===== src/rtl/pwm_deadtime.sv =====
// Complementary high/low gate driver with programmable dead time, kill input and sticky fault.
// Optional macro PWM_DT_SYNC_EN adds a 2-flop synchronizer on pwm_i.
module pwm_deadtime #(
  parameter int DT_W = 8
) (
  input  logic        clk_i,
  input  logic        rst_ni,
  input  logic        re_i,
  input  logic        we_i,
  input  logic [7:0]  addr_i,
  input  logic [31:0] wdata_i,
  input  logic [3:0]  be_i,
  output logic [31:0] rdata_o,
  input  logic        pwm_i,
  input  logic        kill_i,
  output logic        hs_o,
  output logic        ls_o,
  output logic        oe_o
);

  typedef enum logic [2:0] {
    IDLE  = 3'd0,
    LOW   = 3'd1,
    DT_LH = 3'd2,
    HIGH  = 3'd3,
    DT_HL = 3'd4
  } state_e;

  localparam logic [7:0] ADDR_CTRL    = 8'h00;
  localparam logic [7:0] ADDR_DT_RISE = 8'h04;
  localparam logic [7:0] ADDR_DT_FALL = 8'h08;
  localparam logic [7:0] ADDR_STATUS  = 8'h0C;

  logic            pwm_s;
  logic [2:0]      ctrl_q;
  logic [DT_W-1:0] dt_rise_q, dt_fall_q;
  logic [DT_W-1:0] cnt_q, cnt_d;
  logic            fault_q, fault_d;
  state_e          state_q, state_d;
  logic            hs_q, ls_q, oe_q;
  logic            wr_en, run;
  logic            unused_ok;

  assign unused_ok = ^{be_i, wdata_i[31:DT_W]};
  assign wr_en     = we_i & ~re_i;

`ifdef PWM_DT_SYNC_EN
  logic [1:0] sync_q;

  always_ff @(posedge clk_i or negedge rst_ni) begin
    if (!rst_ni) sync_q <= 2'b00;
    else         sync_q <= {sync_q[0], pwm_i};
  end

  assign pwm_s = sync_q[1];
`else
  assign pwm_s = pwm_i;
`endif

  // Kill bypasses the synchronizer so shutdown is never delayed by it.
  assign run     = ctrl_q[0] & ~fault_q & ~kill_i;
  assign fault_d = kill_i |
                   (fault_q & ~(wr_en && addr_i == ADDR_STATUS && wdata_i[0]));

  always_comb begin
    state_d = state_q;
    cnt_d   = cnt_q;
    if (!run) begin
      state_d = IDLE;
    end else begin
      case (state_q)
        IDLE, LOW: begin
          if (!pwm_s) begin
            state_d = LOW;
          end else if (dt_rise_q == '0) begin
            state_d = HIGH;
          end else begin
            state_d = DT_LH;
            cnt_d   = dt_rise_q;
          end
        end
        DT_LH: begin
          if (!pwm_s) begin
            state_d = LOW;
          end else if (cnt_q <= DT_W'(1)) begin
            state_d = HIGH;
          end else begin
            cnt_d = cnt_q - DT_W'(1);
          end
        end
        HIGH: begin
          if (!pwm_s) begin
            if (dt_fall_q == '0) begin
              state_d = LOW;
            end else begin
              state_d = DT_HL;
              cnt_d   = dt_fall_q;
            end
          end
        end
        DT_HL: begin
          if (pwm_s) begin
            state_d = HIGH;
          end else if (cnt_q <= DT_W'(1)) begin
            state_d = LOW;
          end else begin
            cnt_d = cnt_q - DT_W'(1);
          end
        end
        default: state_d = IDLE;
      endcase
    end
  end

  // Registers, FSM state and outputs; outputs follow the next state.
  always_ff @(posedge clk_i or negedge rst_ni) begin
    if (!rst_ni) begin
      ctrl_q    <= '0;
      dt_rise_q <= '0;
      dt_fall_q <= '0;
      fault_q   <= 1'b0;
      state_q   <= IDLE;
      cnt_q     <= '0;
      hs_q      <= 1'b0;
      ls_q      <= 1'b0;
      oe_q      <= 1'b0;
    end else begin
      if (wr_en) begin
        case (addr_i)
          ADDR_CTRL:    ctrl_q    <= wdata_i[2:0];
          ADDR_DT_RISE: dt_rise_q <= wdata_i[DT_W-1:0];
          ADDR_DT_FALL: dt_fall_q <= wdata_i[DT_W-1:0];
          default:      ;
        endcase
      end
      fault_q <= fault_d;
      state_q <= state_d;
      cnt_q   <= cnt_d;
      hs_q    <= (state_d == HIGH) ^ ctrl_q[1];
      ls_q    <= (state_d == LOW)  ^ ctrl_q[2];
      oe_q    <= (state_d != IDLE);
    end
  end

  assign hs_o = hs_q;
  assign ls_o = ls_q;
  assign oe_o = oe_q;

  always_comb begin
    rdata_o = '0;
    if (re_i) begin
      case (addr_i)
        ADDR_CTRL:    rdata_o[2:0]      = ctrl_q;
        ADDR_DT_RISE: rdata_o[DT_W-1:0] = dt_rise_q;
        ADDR_DT_FALL: rdata_o[DT_W-1:0] = dt_fall_q;
        ADDR_STATUS:  rdata_o[3:0]      = {state_q, fault_q};
        default:      rdata_o           = '0;
      endcase
    end
  end

endmodule


===== config.mk =====
export PLATFORM = sky130hd
export DESIGN_NAME = pwm_deadtime
export DESIGN_NICKNAME = d
export VERILOG_FILES = /design/src/rtl/pwm_deadtime.sv
export SDC_FILE = /design/constraint.sdc
export NUM_CORES = 1
export LEC_CHECK = 0
export ABC_AREA = 1
export BUFFER_PORTS_ARGS = -buffer_cell sky130_fd_sc_hd__buf_2
export CAP_MARGIN = 10
export CELL_PAD_IN_SITES_DETAIL_PLACEMENT = 1
export CELL_PAD_IN_SITES_GLOBAL_PLACEMENT = 1
export CORE_ASPECT_RATIO = 0.5
export CORE_MARGIN = 4
export CORE_UTILIZATION = 31
export CTS_CLUSTER_DIAMETER = 50
export DETAILED_ROUTE_END_ITERATION = 12
export PLACE_DENSITY = 0.8
export SYNTH_ARGS = -nofsm -noshare
export SYNTH_HDL_FRONTEND = slang
export SYNTH_SLANG_ARGS = --single-unit
export TNS_END_PERCENT = 1

===== constraint.sdc =====
create_clock -name clk_i -period 1.6 [get_ports clk_i]
set_clock_uncertainty 0.2 [all_clocks]
set_input_delay 0.32 -clock clk_i [delete_from_list [all_inputs] [get_ports clk_i]]
set_output_delay 0.32 -clock clk_i [all_outputs]
set_load 0.05 [all_outputs]

==> flow_summary.toml, run 1 <==
[logic_synthesis]
syn_area_per_cell_um2 = 7.25
post_synth_mux_area_share = 0
synth_ff_type = "dfrtp_1"
postSynthRegisterBits = 34
syn-cell-area_mm2 = 0.00239
synth_compound_gate_area_share = 0.111
synth_cell_type_count = 32
synth_xor_area_frac = 0.00733
synth-seq-area-share = 0.356
syn-instance-count = 330
synth_enable_flop_cells = 0
largest_family_of_logic_cells_by_synthesized_area = "simple AND/OR/NAND/NOR gates"
synth_simple_gate_area_frac = 0.363
fraction_of_the_mapped_netlist_area_in_adder_cells = 0.0105
synth_warnings = 0
async_flop_share = 1.00

[die]
number_of_top_level_pins = 85
initial_utilization = 0.323
coreArea_mm2 = 0.00740
chipHeight_um = 70.1
die-width_um = 132
fp.dieArea_mm2 = 0.00927
core.rowCount = 22

[clocking]
clock_tree.htree_level_count = 2
number_of_buffers_added_by_the_clock_tree_synthesis_step = 5
skew_pair_late_insertion_delay_ns = 0.29
cts.clk_slew.worst_paths_ns = 0.06
cts_post_setup_buffers_inserted = 0
cts-root-buf = "clkbuf_16"
clk_path_buf_depth = 2
cts_num_sinks = 34
tritoncts = "done"

[detailed_routing]
detail_route.wl_per_cell_um = 18.1
dr_total_vias = 2516
drt-pass1-iter-count = 4
route.detailed.drc = 0
routed_wirelength_um = 9260
viasPerCell = 4.91
drt_iter0_drc = 136
route.antenna.remaining_nets = 0

[global_route]
maximum_number_of_pins_on_one_net_before_global_route_repair = 21
grt_first_pass_wirelength_um = 14600
first_global_vias = 2771
gr-total-overflow = 0
grt_antenna_before_repair = 0
groute.usage.overall = 0.198

[timing]
final_period_utilization = 1.28
setup_violations = 24
rsz_0062_raised_after_global_routing = "yes"
fmax_ghz = 0.487
post-route-worst-setup-slack_ns = -0.454
maxSlewViolCount = 0
finalCriticalPeriod_ns = 2.05
holdWs_ns = 0.0957
timing.final.hold_violations = 0

[run_status]
violations = "negative setup slack"
status = "finished with violations"

[power_and_ir_drop]
maximum_vdd_ir_drop_uv = 349
power_leakage_uw = 0.00175
cellInternalPower_uw = 1670
pwr-share-seq = 0.381
comb_power_share = 0.152
pwr-share-clk = 0.467
power_density_mw_per_mm2 = 687
net-switching-power_uw = 675
netSwitchingFraction = 0.288

[worst_setup_path]
worstSetupEndpointType = "output port"
worst_path_most_repeated_cell = "buf_6"
critPathSlowestCell = "nor3_4"
timing.critical_path.fanout_max = 5
critical_path_arrival_ns = 1.53
worst-endpoint-required_ns = 1.08
start_kind = "input pin"
cp_cell_sequence = "buf_6, nor2_4, nand2_4, nor3_4, buf_6, nand2_2, a21oi_4, buf_6"
timing_worst_setup_path_type = "in -> out"
max_stage_delay_ns = 0.32

[placement]
dp_cells = 503
place.detailed.hpwl_um = 5770
gp_routability_congestion = 0.822
number_of_input_and_output_port_buffers_inserted = 32

[cells_and_area]
n_antenna_cell = 0
areaGrowthSynthToFinish_pct = 42.6
design.final.nets = 467
post_route_non_filler_standard_cell_count = 512
share_of_cells_above_drive_strength_1 = 0.406

[flow_run]
drv_cap = 0

[min_path]
min-delay-path-class = "in -> reg"
## stage by stage
step                 util  power (uW)  setup slack, ns  area [um^2]  TNS, ns
detailed placement  0.403        1210           -0.600         2980    -9.54
global placement    0.403        1200           -0.489         2980    -7.25
floorplan               -        1150           -0.238         2550    -2.43
global route        0.460        2410           -0.527         3410    -7.38
finish              0.460        2340           -0.454         3410    -5.10
CTS                 0.448        2300           -0.391         3320    -4.33
## final timing paths
| check | start | end | slack [ns] | cells after the start |
|---|---|---|---|---|
| worst min-delay path | wdata_i[3] | dt_rise_q[3]$_DFFE_PN0P_ | 0.1 | 3 |
| worst max register to register | dt_rise_q[4]$_DFFE_PN0P_ | hs_o$_DFF_PN0_ | -0.20 | 10 |
| worst max-delay path | addr_i[0] | rdata_o[6] | -0.45 | 8 |
| min in group asynchronous | rst_ni | dt_rise_q[5]$_DFFE_PN0P_ | 0.34 | 2 |
| worst min register to register | ctrl_q[2]$_DFFE_PN0P_ | ctrl_q[2]$_DFFE_PN0P_ | 0.30 | 2 |
| max in group asynchronous | rst_ni | state_q[1]$_DFF_PN0_ | 0.33 | 3 |
## cell type report
class / instances / area, um^2
well taps: 96 / 120
clock buffers: 8 / 166
flip-flops and latches: 34 / 857
multi-input cells: 253 / 1480
inverters: 39 / 155
fillers: 906 / 4000
repair buffers: 82 / 634
## per-layer routing
metal / wire [um] / track usage / vias up
li1: - / - / 1166
met1: 3900 / 0.240 / 1209
met2: 4460 / 0.342 / 108
met3: 569 / 0.0446 / 33
met4: 330 / 0.0829 / 0
met5: 0 / 0 / -
## layout by cell type, fill, tap and decap left out, types with 2 or more instances in the layout
cell / n
clkbuf_8: 3
nor3_4: 2
conb_1: 24
nand4_1: 2
inv_4: 2
buf_6: 13
buf_2: 19
nor2_2: 7
clkbuf_16: 5
dfrtp_1: 29
inv_2: 8
nor2_1: 21
buf_4: 47
dfrtp_2: 5
a22oi_1: 2
nand2_2: 9
a21oi_1: 3
nand2_1: 90
nand2_4: 10
buf_8: 2
a21oi_4: 5
nand3_2: 6
inv_1: 27
nor2_4: 9
nand3_1: 23
o21ai_1: 16
xor2_1: 2
o21ai_2: 12
## state kept, by name, summed over array words and instances, names as in the netlist
signal	flops
ls_o	1
cnt_q	8
fault_q	1
state_q	3
ctrl_q	3
dt_rise_q	8
oe_o	1
hs_o	1
dt_fall_q	8
## logic make-up after synthesis
family / Yosys count
simple gates: 183
flops: 34
xor+xnor: 2
fa+ha+maj: 2
buf+inv: 66
other cells: 1
compound gates: 42
## power by group through the flow
stage               clock network (uW)  logic (uW)  registers [uW]
finish                            1090         355             892
global route                      1140         379             893
CTS                               1080         327             889
detailed placement                   0         306             903
global placement                     0         299             902
floorplan                            0         243             904
## synthesized netlist by cell type, types with 2 or more instances
library cell,count,area [um^2]
xor2_1,2,17.5
nand2_2,6,37.5
nor2_1,33,124
a21oi_1,7,35.0
nand3_2,3,30.0
nand4_1,2,12.5
buf_4,24,180
inv_2,9,33.8
nand3_1,27,135
o21ai_2,8,70.1
o21ai_1,13,65.1
o21ai_0,7,35.0
dfrtp_1,34,851
buf_6,3,33.8
ha_1,2,25.0
nand2_4,6,67.6
nor2_4,3,33.8
inv_1,29,109
a22oi_1,2,15.0
nand2_1,98,368
## worst max-delay path, delay by kind of cell
| family | cells | cell delay (ns) |
|---|---|---|
| buffers and inverters | 3 | 0.47 |
| and+or+nand+nor | 4 | 0.62 |
| AOI/OAI and AO/OA | 1 | 0.13 |
## repair_timing
action,4_1_cts,5_1_grt
endpoints found under the hold margin,18,0
pin swaps,10,11
endpoints found under the setup margin,27,28
gates resized for setup,50,27
hold buffers,1,0
Power figures use the tool's default switching activity.
==> run 2: changes to the inputs <==
Settings changed: CORE_UTILIZATION 31 to 32, CTS_BUF_LIST set to sky130_fd_sc_hd__clkbuf_4 sky130_fd_sc_hd__clkbuf_8, PLACE_DENSITY 0.8 to 0.83.
==> flow_summary.toml, run 2 (synthesis gave the netlist of run 1 again) <==
[cells_and_area]
postLayoutCoreUtil = 0.471
areaGrowthSynthToFinish_pct = 37.2
most_common_library_cell_in_the_layout_ignoring_fill_and_taps = "nand2_1"
reg_top3 = "cnt_q x8, dt_fall_q x8, dt_rise_q x8"
design.final.nets = 460
leading_cell_types_in_the_layout_fill_and_taps_excluded = "nand2_1, buf_4, dfrtp_1"
n_antenna_cell = 0
post_route_non_filler_standard_cell_count = 501
share_of_cells_above_drive_strength_1 = 0.389
filler_cell_count = 860

[die]
core.rowCount = 21
initial_utilization = 0.343
fp.dieArea_mm2 = 0.00900
chipHeight_um = 69.1
die-width_um = 130
coreArea_mm2 = 0.00696
number_of_top_level_pins = 85

[power_and_ir_drop]
pwr-share-seq = 0.467
cellInternalPower_uw = 1320
comb_power_share = 0.175
power_density_mw_per_mm2 = 581
power_leakage_uw = 0.00169
p_total_uw = 1910
maximum_vdd_ir_drop_uv = 459
pwr-share-clk = 0.358
net-switching-power_uw = 589
netSwitchingFraction = 0.309

[clocking]
clk_path_buf_depth = 2
cts-root-buf = "clkbuf_8"
cts.clk_slew.worst_paths_ns = 0.07
skew_pair_late_insertion_delay_ns = 0.28
number_of_buffers_added_by_the_clock_tree_synthesis_step = 5
clock_tree.htree_level_count = 2
cts_num_sinks = 34
tritoncts = "done"

[worst_setup_path]
cp_cell_sequence = "buf_2, nor2_4, nand2_4, nor3_4, buf_12, buf_8, nand2_4, a21oi_4, buf_6"
path_depth = 9
critical_path_arrival_ns = 1.51
crit_buf_inv = 4
timing.critical_path.fanout_max = 6
critPathSlowestCell = "nor3_4"
worst_path_most_repeated_cell = "nand2_4"
ff2ff_path_depth = 8
timing_worst_setup_path_type = "in -> out"
cpLargestDelayFamily = "buffers and inverters"
worst-endpoint-required_ns = 1.08
max_stage_delay_ns = 0.22
worstSetupEndpointType = "output port"
start_kind = "input pin"

[flow_run]
drv_cap = 0

[timing]
post-route-worst-setup-slack_ns = -0.430
rsz_0062_raised_after_global_routing = "yes"
setup_violations = 27
finalCriticalPeriod_ns = 2.03
holdWs_ns = 0.0978
final_period_utilization = 1.27
fmax_ghz = 0.493
maxSlewViolCount = 0
timing.final.hold_violations = 0

[placement]
place.detailed.hpwl_um = 5610
gp_routability_congestion = 0.884
number_of_input_and_output_port_buffers_inserted = 32
dp_cells = 488
place_worst_setup_slack_ns = -0.538

[detailed_routing]
dr_total_vias = 2416
drt-pass1-iter-count = 4
routed_wirelength_um = 8110
drt_iter0_drc = 138
viasPerCell = 4.82
route.detailed.drc = 0
route.antenna.remaining_nets = 0
detail_route.wl_per_cell_um = 16.2

[global_route]
groute.usage.overall = 0.160
maximum_number_of_pins_on_one_net_before_global_route_repair = 20
grt_first_pass_wirelength_um = 11800
grt_antenna_before_repair = 0
first_global_vias = 2431
gr-total-overflow = 0

[min_path]
holdPathStages = 3
min-delay-path-class = "in -> reg"

[run_status]
status = "finished with violations"
violations = "negative setup slack"
-- run 2: final timing paths --
check / slack, ns / end / start
setup / recovery: -0.43 / rdata_o[5] / addr_i[7]
hold / removal: 0.1 / dt_rise_q[3]$_DFFE_PN0P_ / wdata_i[3]
setup reg to reg: -0.21 / cnt_q[1]$_DFFE_PN0P_ / state_q[0]$_DFF_PN0_
hold reg to reg: 0.29 / ctrl_q[2]$_DFFE_PN0P_ / ctrl_q[2]$_DFFE_PN0P_
max in group asynchronous: 0.36 / state_q[1]$_DFF_PN0_ / rst_ni
min in group asynchronous: 0.34 / dt_fall_q[1]$_DFFE_PN0P_ / rst_ni
-- run 2: worst register-to-register path, cell delays in order, from the launching register on --
cell     delay (ns)
dfrtp_2        0.46
o21ai_1        0.20
nand3_1        0.16
inv_2          0.13
nand2_4        0.06
nor2_4         0.22
nand2_4        0.12
nand2_1        0.09
nand2_1        0.06
-- run 2: through the flow --
step                      instance area (um^2)  TNS [ns]
after floorplan                           2550     -2.43
after global placement                    2910     -6.13
after detailed placement                  2910     -7.53
after CTS                                 3100     -3.96
after global routing                      3280     -7.29
final                                     3280     -5.29
-- run 2: power by group through the flow --
stage	combinational (uW)	sequential, uW	clock [uW]
floorplan	243	904	0
global placement	296	903	0
detailed placement	301	904	0
CTS	309	887	679
global route	358	891	714
finish	334	890	682
-- run 2: final cells by class --
type                    instances  area, um^2  area share
flip-flops and latches         34         853       0.260
clock inverters                 1        5.00     0.00153
clock buffers                   7        90.1      0.0275
repair buffers                 75         589       0.180
inverters                      39         158      0.0481
multi-input cells             253        1470       0.448
well taps                      92         115      0.0351
-- run 2: metal layers --
metal	routed length, um	part of all wire	track usage
met1	3690	0.46	0.231
met4	133	0.016	0.0311
met3	452	0.056	0.0239
met5	0	0	0
met2	3830	0.47	0.255
-- run 2: what timing repair did --
action	in CTS	in global routing
gates resized for setup	31	45
pin swaps	1	13
endpoints found under the setup margin	19	20
hold endpoints to repair	17	0
hold buffers	1	0
setup buffers	0	4
==> run 3: changes to the inputs <==
Settings changed: HOLD_SLACK_MARGIN set to 0.12, SETUP_SLACK_MARGIN set to 0.5.
==> flow_summary.toml, run 3 (synthesis gave the netlist of run 1 again) <==
[run_status]
status = "finished with violations"
violations = "negative hold slack, negative setup slack"

[clocking]
clk_path_buf_depth = 2
cts.clk_slew.worst_paths_ns = 0.07
clock_tree.htree_level_count = 2
cts-root-buf = "clkbuf_8"
number_of_buffers_added_by_the_clock_tree_synthesis_step = 5
cts_num_sinks = 34
tritoncts = "done"
skew_pair_late_insertion_delay_ns = 0.28

[power_and_ir_drop]
power_leakage_uw = 0.00160
netSwitchingFraction = 0.300
cellInternalPower_uw = 1320
maximum_vdd_ir_drop_uv = 359
net-switching-power_uw = 565
comb_power_share = 0.173
pwr-share-clk = 0.355
pwr-share-seq = 0.472
power_density_mw_per_mm2 = 588

[timing]
finalCriticalPeriod_ns = 1.98
final_period_utilization = 1.24
setup_violations = 19
holdWs_ns = -0.227
rsz_0062_raised_after_global_routing = "yes"
fmax_ghz = 0.506
post-route-worst-setup-slack_ns = -0.378
timing.final.hold_violations = 17
maxSlewViolCount = 0
finalSetupTns_ns = -4.30

[cells_and_area]
most_common_library_cell_in_the_layout_ignoring_fill_and_taps = "nand2_1"
multi_input_comb_area_mm2 = 0.00141
areaGrowthSynthToFinish_pct = 33.8
final-seq-area_um2 = 853
filler_cell_count = 871
leading_cell_types_in_the_layout_fill_and_taps_excluded = "nand2_1, buf_4, dfrtp_1"
reg_top3 = "cnt_q x8, dt_fall_q x8, dt_rise_q x8"
n_antenna_cell = 0
design.final.nets = 456
postLayoutCoreUtil = 0.459
post_route_non_filler_standard_cell_count = 497
share_of_cells_above_drive_strength_1 = 0.365

[die]
fp.dieArea_mm2 = 0.00900
initial_utilization = 0.343
core.rowCount = 21
number_of_top_level_pins = 85
die-width_um = 130
coreArea_mm2 = 0.00696
chipHeight_um = 69.1

[worst_setup_path]
start_kind = "input pin"
worst-endpoint-required_ns = 1.08
timing.critical_path.fanout_max = 9
startpoint = "addr_i[7]"
critical_path_arrival_ns = 1.46
worstSetupEndpointType = "output port"
timing_worst_setup_path_type = "in -> out"
reg2reg_start = "state_q[0]$_DFF_PN0_"

[detailed_routing]
dr_total_vias = 2320
viasPerCell = 4.67
routed_wirelength_um = 7390
drt-pass1-iter-count = 4
detail_route.wl_per_cell_um = 14.9
route.antenna.remaining_nets = 0
drt_iter0_drc = 126
route.detailed.drc = 0

[global_route]
first_global_vias = 2436
grt_first_pass_wirelength_um = 12000
grt_antenna_before_repair = 0
groute.usage.overall = 0.162
maximum_number_of_pins_on_one_net_before_global_route_repair = 20
gr-total-overflow = 0

[placement]
number_of_input_and_output_port_buffers_inserted = 32
dp_cells = 488
gp_routability_congestion = 0.884
place.detailed.hpwl_um = 5610

[flow_run]
drv_cap = 0

[min_path]
min-delay-path-class = "in -> async"
[run 3: what timing repair did]
action                                  4_1_cts  5_1_grt
resized for setup                            48       13
hold endpoints to repair                     21       18
endpoints found under the setup margin       44       45
pin swaps                                     6        6
buffers inserted                              0        1
[run 3: metrics by stage]
stage               instance area, um^2  setup slack (ns)  hold WS, ns  total power, uW
floorplan                          2550            -0.238       -0.176             1150
global placement                   2910            -0.495       0.0799             1200
detailed placement                 2910            -0.538       0.0846             1200
CTS                                3160            -0.364       -0.218             1890
global route                       3200            -0.444       -0.209             1950
finish                             3200            -0.378       -0.227             1880
[run 3: per-layer routing]
| metal | GRT usage | up-vias | wire [um] |
|---|---|---|---|
| met5 | 0 | - | 0 |
| met4 | 0.0300 | 0 | 28 |
| li1 | - | 1143 | - |
| met1 | 0.233 | 1113 | 3560 |
| met3 | 0.0231 | 2 | 327 |
| met2 | 0.261 | 62 | 3480 |
[run 3: worst paths after layout]
path | endpoint | slack (ns) | depth (start not counted)
worst max-delay path | rdata_o[2] | -0.38 | 10
worst min-delay path | dt_rise_q[5]$_DFFE_PN0P_ | -0.23 | 1
worst max register to register | cnt_q[1]$_DFFE_PN0P_ | -0.21 | 8
worst min register to register | ctrl_q[2]$_DFFE_PN0P_ | 0.29 | 2
max in group asynchronous | state_q[1]$_DFF_PN0_ | 0.94 | 2
min in group clk_i | dt_rise_q[4]$_DFFE_PN0P_ | 0.10 | 3
[run 3: layout make-up]
cell class,instances,share of cell area
timing repair buffer,71,0.177
clock buffer,7,0.0282
clock inverter,1,0.00156
inverter,39,0.0493
sequential,34,0.267
tap,92,0.0360
multi-input combinational,253,0.441
[run 3: critical path, stage by stage]
cell and delay [ns]:
buf_6 0.09, nor2_4 0.12, nand2_4 0.09, nor3_4 0.20, buf_12 0.15, nand2_1 0.05, o21ai_1 0.10, nor2_2 0.08
nor2_4 0.10, buf_8 0.15
[run 3: power groups by stage]
stage               registers, uW  logic, uW  clock network (uW)
finish                        889        325                 668
CTS                           888        320                 679
detailed placement            904        301                   0
global route                  890        350                 715
floorplan                     904        243                   0
global placement              903        296                   0
